===== src/rtl/host_spi.sv =====
// host_spi: SPI mode-0 master that shifts one DW-bit frame out on MOSI,
// MSB first, and captures the last RX bits of MISO. Each SCK bit takes two
// system clocks: one with SCK low, then one with SCK high. Every output
// comes straight from a flop.
module host_spi #(
  parameter int DW = 24,
  parameter int RX = 18
) (
  input  logic          clk,
  input  logic          rst,
  input  logic          spi_start,
  input  logic [DW-1:0] spi_tx_data,
  output logic          spi_complete,
  output logic [RX-1:0] spi_rx_data,
  output logic          spi_rx_valid,
  output logic          spi_sck,
  output logic          spi_csn,
  output logic          spi_mosi,
  input  logic          spi_miso
);

  localparam int CW = $clog2(DW + 1);

  typedef enum logic [1:0] {
    S_IDLE,
    S_LOW,
    S_HIGH,
    S_END
  } state_e;

  state_e        state_q, state_d;
  logic [DW-1:0] tx_q, tx_d;
  logic [RX-1:0] rx_sh_q, rx_sh_d;
  logic [RX-1:0] rx_data_q, rx_data_d;
  logic [CW-1:0] cnt_q, cnt_d;
  logic          sck_q, sck_d;
  logic          csn_q, csn_d;
  logic          mosi_q, mosi_d;
  logic          complete_q, complete_d;
  logic          rx_valid_q, rx_valid_d;
  logic          last_bit;

  // The HIGH phase of bit DW-1 closes the frame.
  assign last_bit = (cnt_q == CW'(DW - 1));

  // State and datapath registers, with synchronous reset.
  always_ff @(posedge clk) begin
    // NOTE: sequential state uses non-blocking assignments, so every flop
    // samples values from before the edge regardless of statement order.
    if (rst) begin
      // NOTE: the shift registers are reset as well. spi_rx_data must read
      // zero after reset, and a few flops cost nothing to clear.
      state_q    <= S_IDLE;
      tx_q       <= '0;
      rx_sh_q    <= '0;
      rx_data_q  <= '0;
      cnt_q      <= '0;
      sck_q      <= 1'b0;
      csn_q      <= 1'b1;
      mosi_q     <= 1'b0;
      complete_q <= 1'b0;
      rx_valid_q <= 1'b0;
    end else begin
      state_q    <= state_d;
      tx_q       <= tx_d;
      rx_sh_q    <= rx_sh_d;
      rx_data_q  <= rx_data_d;
      cnt_q      <= cnt_d;
      sck_q      <= sck_d;
      csn_q      <= csn_d;
      mosi_q     <= mosi_d;
      complete_q <= complete_d;
      rx_valid_q <= rx_valid_d;
    end
  end

  // Next-state logic. A start request outside IDLE is dropped.
  always_comb begin
    state_d = state_q;
    unique case (state_q)
      S_IDLE: if (spi_start) state_d = S_LOW;
      S_LOW:  state_d = S_HIGH;
      S_HIGH: state_d = last_bit ? S_END : S_LOW;
      S_END:  state_d = S_IDLE;
      default: state_d = S_IDLE;
    endcase
  end

  // Next values of the outputs and datapath for the current state.
  always_comb begin
    // NOTE: every signal gets a default before the case. A path that leaves
    // one unassigned would infer a latch.
    tx_d       = tx_q;
    rx_sh_d    = rx_sh_q;
    rx_data_d  = rx_data_q;
    cnt_d      = cnt_q;
    sck_d      = sck_q;
    csn_d      = csn_q;
    mosi_d     = mosi_q;
    complete_d = 1'b0;
    rx_valid_d = 1'b0;
    unique case (state_q)
      S_IDLE: begin
        csn_d  = 1'b1;
        sck_d  = 1'b0;
        mosi_d = 1'b0;
        if (spi_start) begin
          tx_d    = spi_tx_data;
          csn_d   = 1'b0;
          mosi_d  = spi_tx_data[DW-1];
          cnt_d   = '0;
          rx_sh_d = '0;
        end
      end
      S_LOW: begin
        sck_d = 1'b1;
      end
      S_HIGH: begin
        sck_d   = 1'b0;
        rx_sh_d = {rx_sh_q[RX-2:0], spi_miso};
        cnt_d   = cnt_q + CW'(1);
        if (!last_bit) begin
          // Rotate so the next lower bit sits just below the MSB. The
          // wrapped bit is never shifted out because the frame ends first.
          tx_d   = {tx_q[DW-2:0], tx_q[DW-1]};
          mosi_d = tx_q[DW-2];
        end
      end
      S_END: begin
        csn_d      = 1'b1;
        mosi_d     = 1'b0;
        complete_d = 1'b1;
        rx_valid_d = 1'b1;
        rx_data_d  = rx_sh_q;
      end
      default: begin
        csn_d  = 1'b1;
        sck_d  = 1'b0;
        mosi_d = 1'b0;
      end
    endcase
  end

  assign spi_complete = complete_q;
  assign spi_rx_data  = rx_data_q;
  assign spi_rx_valid = rx_valid_q;
  assign spi_sck      = sck_q;
  assign spi_csn      = csn_q;
  assign spi_mosi     = mosi_q;

endmodule


===== config.mk =====
export PLATFORM = sky130hd
export DESIGN_NAME = host_spi
export DESIGN_NICKNAME = d
export VERILOG_FILES = /design/src/rtl/host_spi.sv
export SDC_FILE = /design/constraint.sdc
export NUM_CORES = 1
export LEC_CHECK = 0
export BUFFER_PORTS_ARGS = -buffer_cell sky130_fd_sc_hd__clkbuf_2
export CAP_MARGIN = 20
export CORE_MARGIN = 4
export CORE_UTILIZATION = 40
export CTS_BUF_LIST = sky130_fd_sc_hd__clkbuf_4 sky130_fd_sc_hd__clkbuf_8
export CTS_CLUSTER_DIAMETER = 80
export CTS_CLUSTER_SIZE = 24
export DETAILED_ROUTE_END_ITERATION = 10
export PLACE_DENSITY = 0.64
export SYNTH_ARGS = -nofsm -noshare
export SYNTH_HDL_FRONTEND = slang
export SYNTH_SLANG_ARGS = --single-unit

===== constraint.sdc =====
create_clock -name clk -period 2 [get_ports clk]
set_input_delay 0.2 -clock clk [delete_from_list [all_inputs] [get_ports clk]]
set_output_delay 0.2 -clock clk [all_outputs]
set_load 0.02 [all_outputs]

==> Word level (Yosys, flattened, before mapping) <==
Index checks and enable logic that the tools add are counted.
{ "classes": {"addsub": 1, "n_eq_ne": 6, "n_mux": 17, "reduce_logical": 9} }
{ "op_table": {"columns": ["operator", "n"], "rows": [
  ["24-bit 2-to-1 mux", 2],
  ["24-bit case mux with 2 select lines", 1],
  ["18-bit case mux with 2 select lines", 1],
  ["18-bit 2-to-1 mux", 1],
  ["5-bit case mux with 2 select lines", 1],
  ["2-bit case mux with 4 select lines", 1],
  ["2-bit nonzero test", 3],
  ["5-bit by 1-bit adder with 5-bit output (second input constant)", 1],
  ["5-bit == test (second input constant)", 1],
  ["5-bit 2-to-1 mux", 1],
  ["2-bit == test (second input constant)", 2],
  ["1-bit 2-to-1 mux", 4],
  ["2-bit 2-to-1 mux", 2],
  ["2-bit inequality test (second input constant)", 2],
  ["1-bit case mux with 2 select lines", 2],
  ["2-bit AND reduction", 2],
  ["1-bit case mux with 3 select lines", 1],
  ["3-bit AND reduction", 1],
  ["3-bit nonzero test", 1],
  ["2-bit by 1-bit == test with 1-bit output (second input constant)", 1],
  ["2-bit logical NOT", 1],
  ["2-bit OR reduction", 1]
]} }
{ "word_totals": {"register_bits": 71, "input_bits": 28, "word_cells": 42} }

==> Longest topological paths before layout <==
{ "depth": {"depth_word": 3, "ltp_mapped": 8, "depth_no_buf": 5} }

==> Least setup slack after synthesis <==
OpenSTA, ideal clock, no wires.
{ "synth_path": {"path_kind": "reg-to-reg", "startpoint": "register state_q[0]", "endpoint": "register tx_q[10]", "setup_ns": 0.152, "t_arrival_ns": 1.523, "required_ns": 1.848, "slack_ns": 0.325, "stages_incl_launch_ff": 8, "n_path_buf": 3, "period_less_slack_ns": 1.675, "cell_sequence": "dfxtp_1 > inv_1 > ha_1 > buf_4 > buf_2 > buf_2 > a211oi_1 > a221oi_2"} }
{ "synth_via": {"elab_chain_len": 3, "word_cells_on_any_way": 7} }
{ "synth_rtl": {"columns": ["element", "line", "rtl"], "rows": [
  ["from (decl)", "31", "state_e state_q, state_d;"],
  ["from (signal assigned)", "64", "state_q <= state_d;"],
  ["2-bit == test / 2-bit logical NOT (equally long branches)", "102", "unique case (state_q)"],
  ["2-bit inequality test (no line) / 2-bit nonzero test (equally long branches)", null, null],
  ["3-bit AND reduction (no line)", null, null],
  ["to (signal assigned)", "65", "tx_q <= tx_d;"],
  ["to (decl)", "32", "logic [DW-1:0] tx_q, tx_d;"]
]} }
Several ways; a longest one is shown, not always the timed one.
A chain may end at the register's enable or synchronous reset.

==> Worst setup path in the final report <==
{ "layout_path": {"startpoint": "register state_q[0]", "endpoint": "register tx_q[9]"} }
Same word-level chain as after synthesis.

==> summary.md <==
| Metric | Value |
|---|---|
| Status | finished clean |
| Avg Inst Size Synth | 9.87 µm² |
| Post-CTS sizing | 0 |
| Setup Buffers After CTS | 0 |
| Critical Path Start | state_q[0] |
| Hold Fails Final Rpt | 0 |
| Crit. End Element | flip-flop |
| Bufs and invs on worst path | 2 |
| Worst path slowest cell | dfxtp_1 |
| Post-Place Cells | 452 |
| Vias | 2396 |
| CTS clk-pin slew, worst paths | 0.07 ns |
| Hold Crit Class | input pin to flip-flop |
| Yosys top cell area share | 45.2% |
| Met3 WL | 427 µm |
| Clock root buffer master | clkbuf_8 |
| Die footprint | 9350 µm² |
| Final Max Tran Viols | 0 |
| WL met1 | 3.05 mm |
| Chip width | 96.7 µm |
| Period utilization | 92.0% |
| Gr ovfl total | 0 |
| Initial DRC Count | 78 |
| Tmin final | 1.84 ns |
| RSZ-0062 raised after global routing | no |
| Largest cells by area after synthesis | dfxtp_1, a221oi_2, mux2i_1 |
| Antenna Cells | 0 |
| Hold_sp | spi_miso |
| CTS HTree Levels | 3 |
| Layout cell share with drive strength beyond 1 | 27.6% |
| Worst-case clock skew | 0.00599 ns |
| Setup TNS | 0 ns |
| Dpl ws | 0.199 ns |
| GPL Wtd Cong | 0.714 |
| Met2 WL | 2.78 mm |
| Clock Path Buffers | 2 |
| Slew @ Worst Pin | 0.611 ns |
| Fmax | 543 MHz |
| Syn_nets | 353 |
| Sequential area share after synthesis | 45.2% |
| Cts hold-fix bufs | 0 |
| Crit start category | flip-flop |
| CP Cell Sequence | inv_1, ha_1, mux2i_4, buf_4, a211oi_1, a221oi_2 |
| Peak supply drop | 0.718 mV |
| WS Path Type | flip-flop to flip-flop |
| Num rows | 32 |
| DP Wirelength | 4.02 mm |
| Top FF cell, synth | dfxtp_1 |
| Syn Inst Count | 319 |
| Post-route DRC | 0 |
| Core outline area | 7690 µm² |
| Slowest Stage Delay on Critical Path | 0.44 ns |
| Routed Antenna Nets | 0 |
| I/O pin cnt | 51 |
| CP delay by family, top | flip-flops |
| Unique masters post-synth | 31 |
| Initial antenna violation count | 0 |
| Num CTS Buffers | 9 |
| Initial DRT Pass Iterations | 6 |
| Layout area overhead | 17.6% |
| Chip height | 96.7 µm |
| CP Data Required Time | 2.21 ns |
| Uppermost routed layer | met4 |
| Crit path max fanout | 15 |
| Routed WL | 6.30 mm |
| Post-DR vias/cell | 5.12 |
| Clock Latency Late Sink | 0.34 ns |
| Synth Warn # | 0 |
| Post-synth top area cell | dfxtp_1 |
| Number of port buffers | 50 |
| Finished Layout Cells | 468 |
| Fillers | 766 |
| # setup viols final | 0 |
| Leak | 1.39 nW |
| Smallest setup slack after layout | 0.160 ns |
| Synth async-reset ratio | 0% |
| Synth Cell Area | 3150 µm² |
| Power Total | 3.75 mW |
| CTS tree | done |
| Final nets | 395 |
| Top cells by count, synth | dfxtp_1, nor2_1, inv_1, nor2b_1, a211oi_1 |
| Crit path DAT | 2.05 ns |
| Top-count cell post-synth | dfxtp_1 |
| P per Cell Area | 1010 nW/µm² |
| Slew margin rel. | 59.3% |
| Seq cells post-synth | 71 |
| Vias in the first global route | 2275 |
| Clock net sink count | 71 |
| WL per Instance | 13.5 µm |
| Pin count of the biggest net entering global routing | 36 |
| Initial Util | 41.0% |
| First-pass GRT wire length | 10.9 mm |
| Max-cap violations | 0 |
| Number of flops mapped to enable cells by yosys | 0 |
| Reg2reg start | state_q[0] |
| Total GRT Usage | 13.9% |
## area by class of cell
cell class                      count  area, µm²  area share (%)
Sequential cell                    71       1420            38.4
Multi-Input combinational cell    191       1480            40.0
Clock buffer                       10        131            3.55
Tap cell                          102        128            3.45
Inverter                           27        101            2.74
Timing Repair Buffer               61        370            10.0
Clock inverter                      6       68.8            1.86
## sequential cells by signal, summed over array words and instances, names as in the netlist
register / flops
rx_sh_q: 18
spi_csn: 1
state_q: 2
cnt_q: 5
spi_sck: 1
spi_mosi: 1
spi_rx_valid: 1
spi_rx_data: 18
tx_q: 24
## kinds of logic after synthesis
| logic type | Yosys count | synth area share (%) |
|---|---|---|
| AO/OA/AOI/OAI | 81 | 24.4 |
| adder cells (fa/ha/maj) | 6 | 2.38 |
| buffers and inverters | 57 | 8.11 |
| flip-flops | 71 | 45.2 |
| multiplexers | 20 | 6.52 |
| AND/OR/NAND/NOR | 84 | 13.4 |
## worst register-to-register path, delay by kind of cell (launching register included)
kind,cells,cell delay [ns]
buf+inv,2,0.32
fa+ha+maj,1,0.30
compound gates,2,0.43
flops,1,0.44
mux,1,0.24
## stage by stage
stage	hold WS (ns)	cell area, µm²	utilization [%]
CTS	0.123	3700	48.2
detailed placement	0.455	3500	45.6
global route	0.146	3700	48.2
global placement	0.448	3500	45.6
finish	0.151	3700	48.2
floorplan	0.373	3150	-
## power breakdown
| group | switching [mW] | internal [mW] |
|---|---|---|
| Combinational | 0.561 | 0.393 |
| Clock | 0.556 | 0.599 |
| Sequential | 0.0864 | 1.56 |
## routing by layer
metal	GRT usage [%]	up-vias
li1	-	1234
met1	18.0	1094
met2	21.5	62
met3	6.20	6
met4	2.59	0
met5	0	-
## worst paths after layout
check,endpoint,slack [ns],cells past startpoint
worst max-delay path,tx_q[9],0.16,6
worst min-delay path,rx_sh_q[0],0.15,3
worst max register to register,tx_q[9],0.16,6
worst min register to register,tx_q[13],0.46,2
## cell usage in the layout (no fill, tap or decap), types with 4 or more instances in the layout
cell | synthesis | final
inv_1 | 27 | 27
a21oi_1 | 8 | 8
dfxtp_1 | 71 | 71
a221oi_2 | 20 | 20
nor2_1 | 40 | 40
clkbuf_8 | 0 | 9
nor2b_1 | 27 | 27
buf_4 | 3 | 8
ha_1 | 6 | 5
clkbuf_2 | 0 | 50
a211oi_1 | 23 | 23
mux2i_1 | 18 | 18
nand2_1 | 4 | 4
a32oi_1 | 19 | 19
a221oi_1 | 4 | 4
Power figures use the tool's default switching activity.
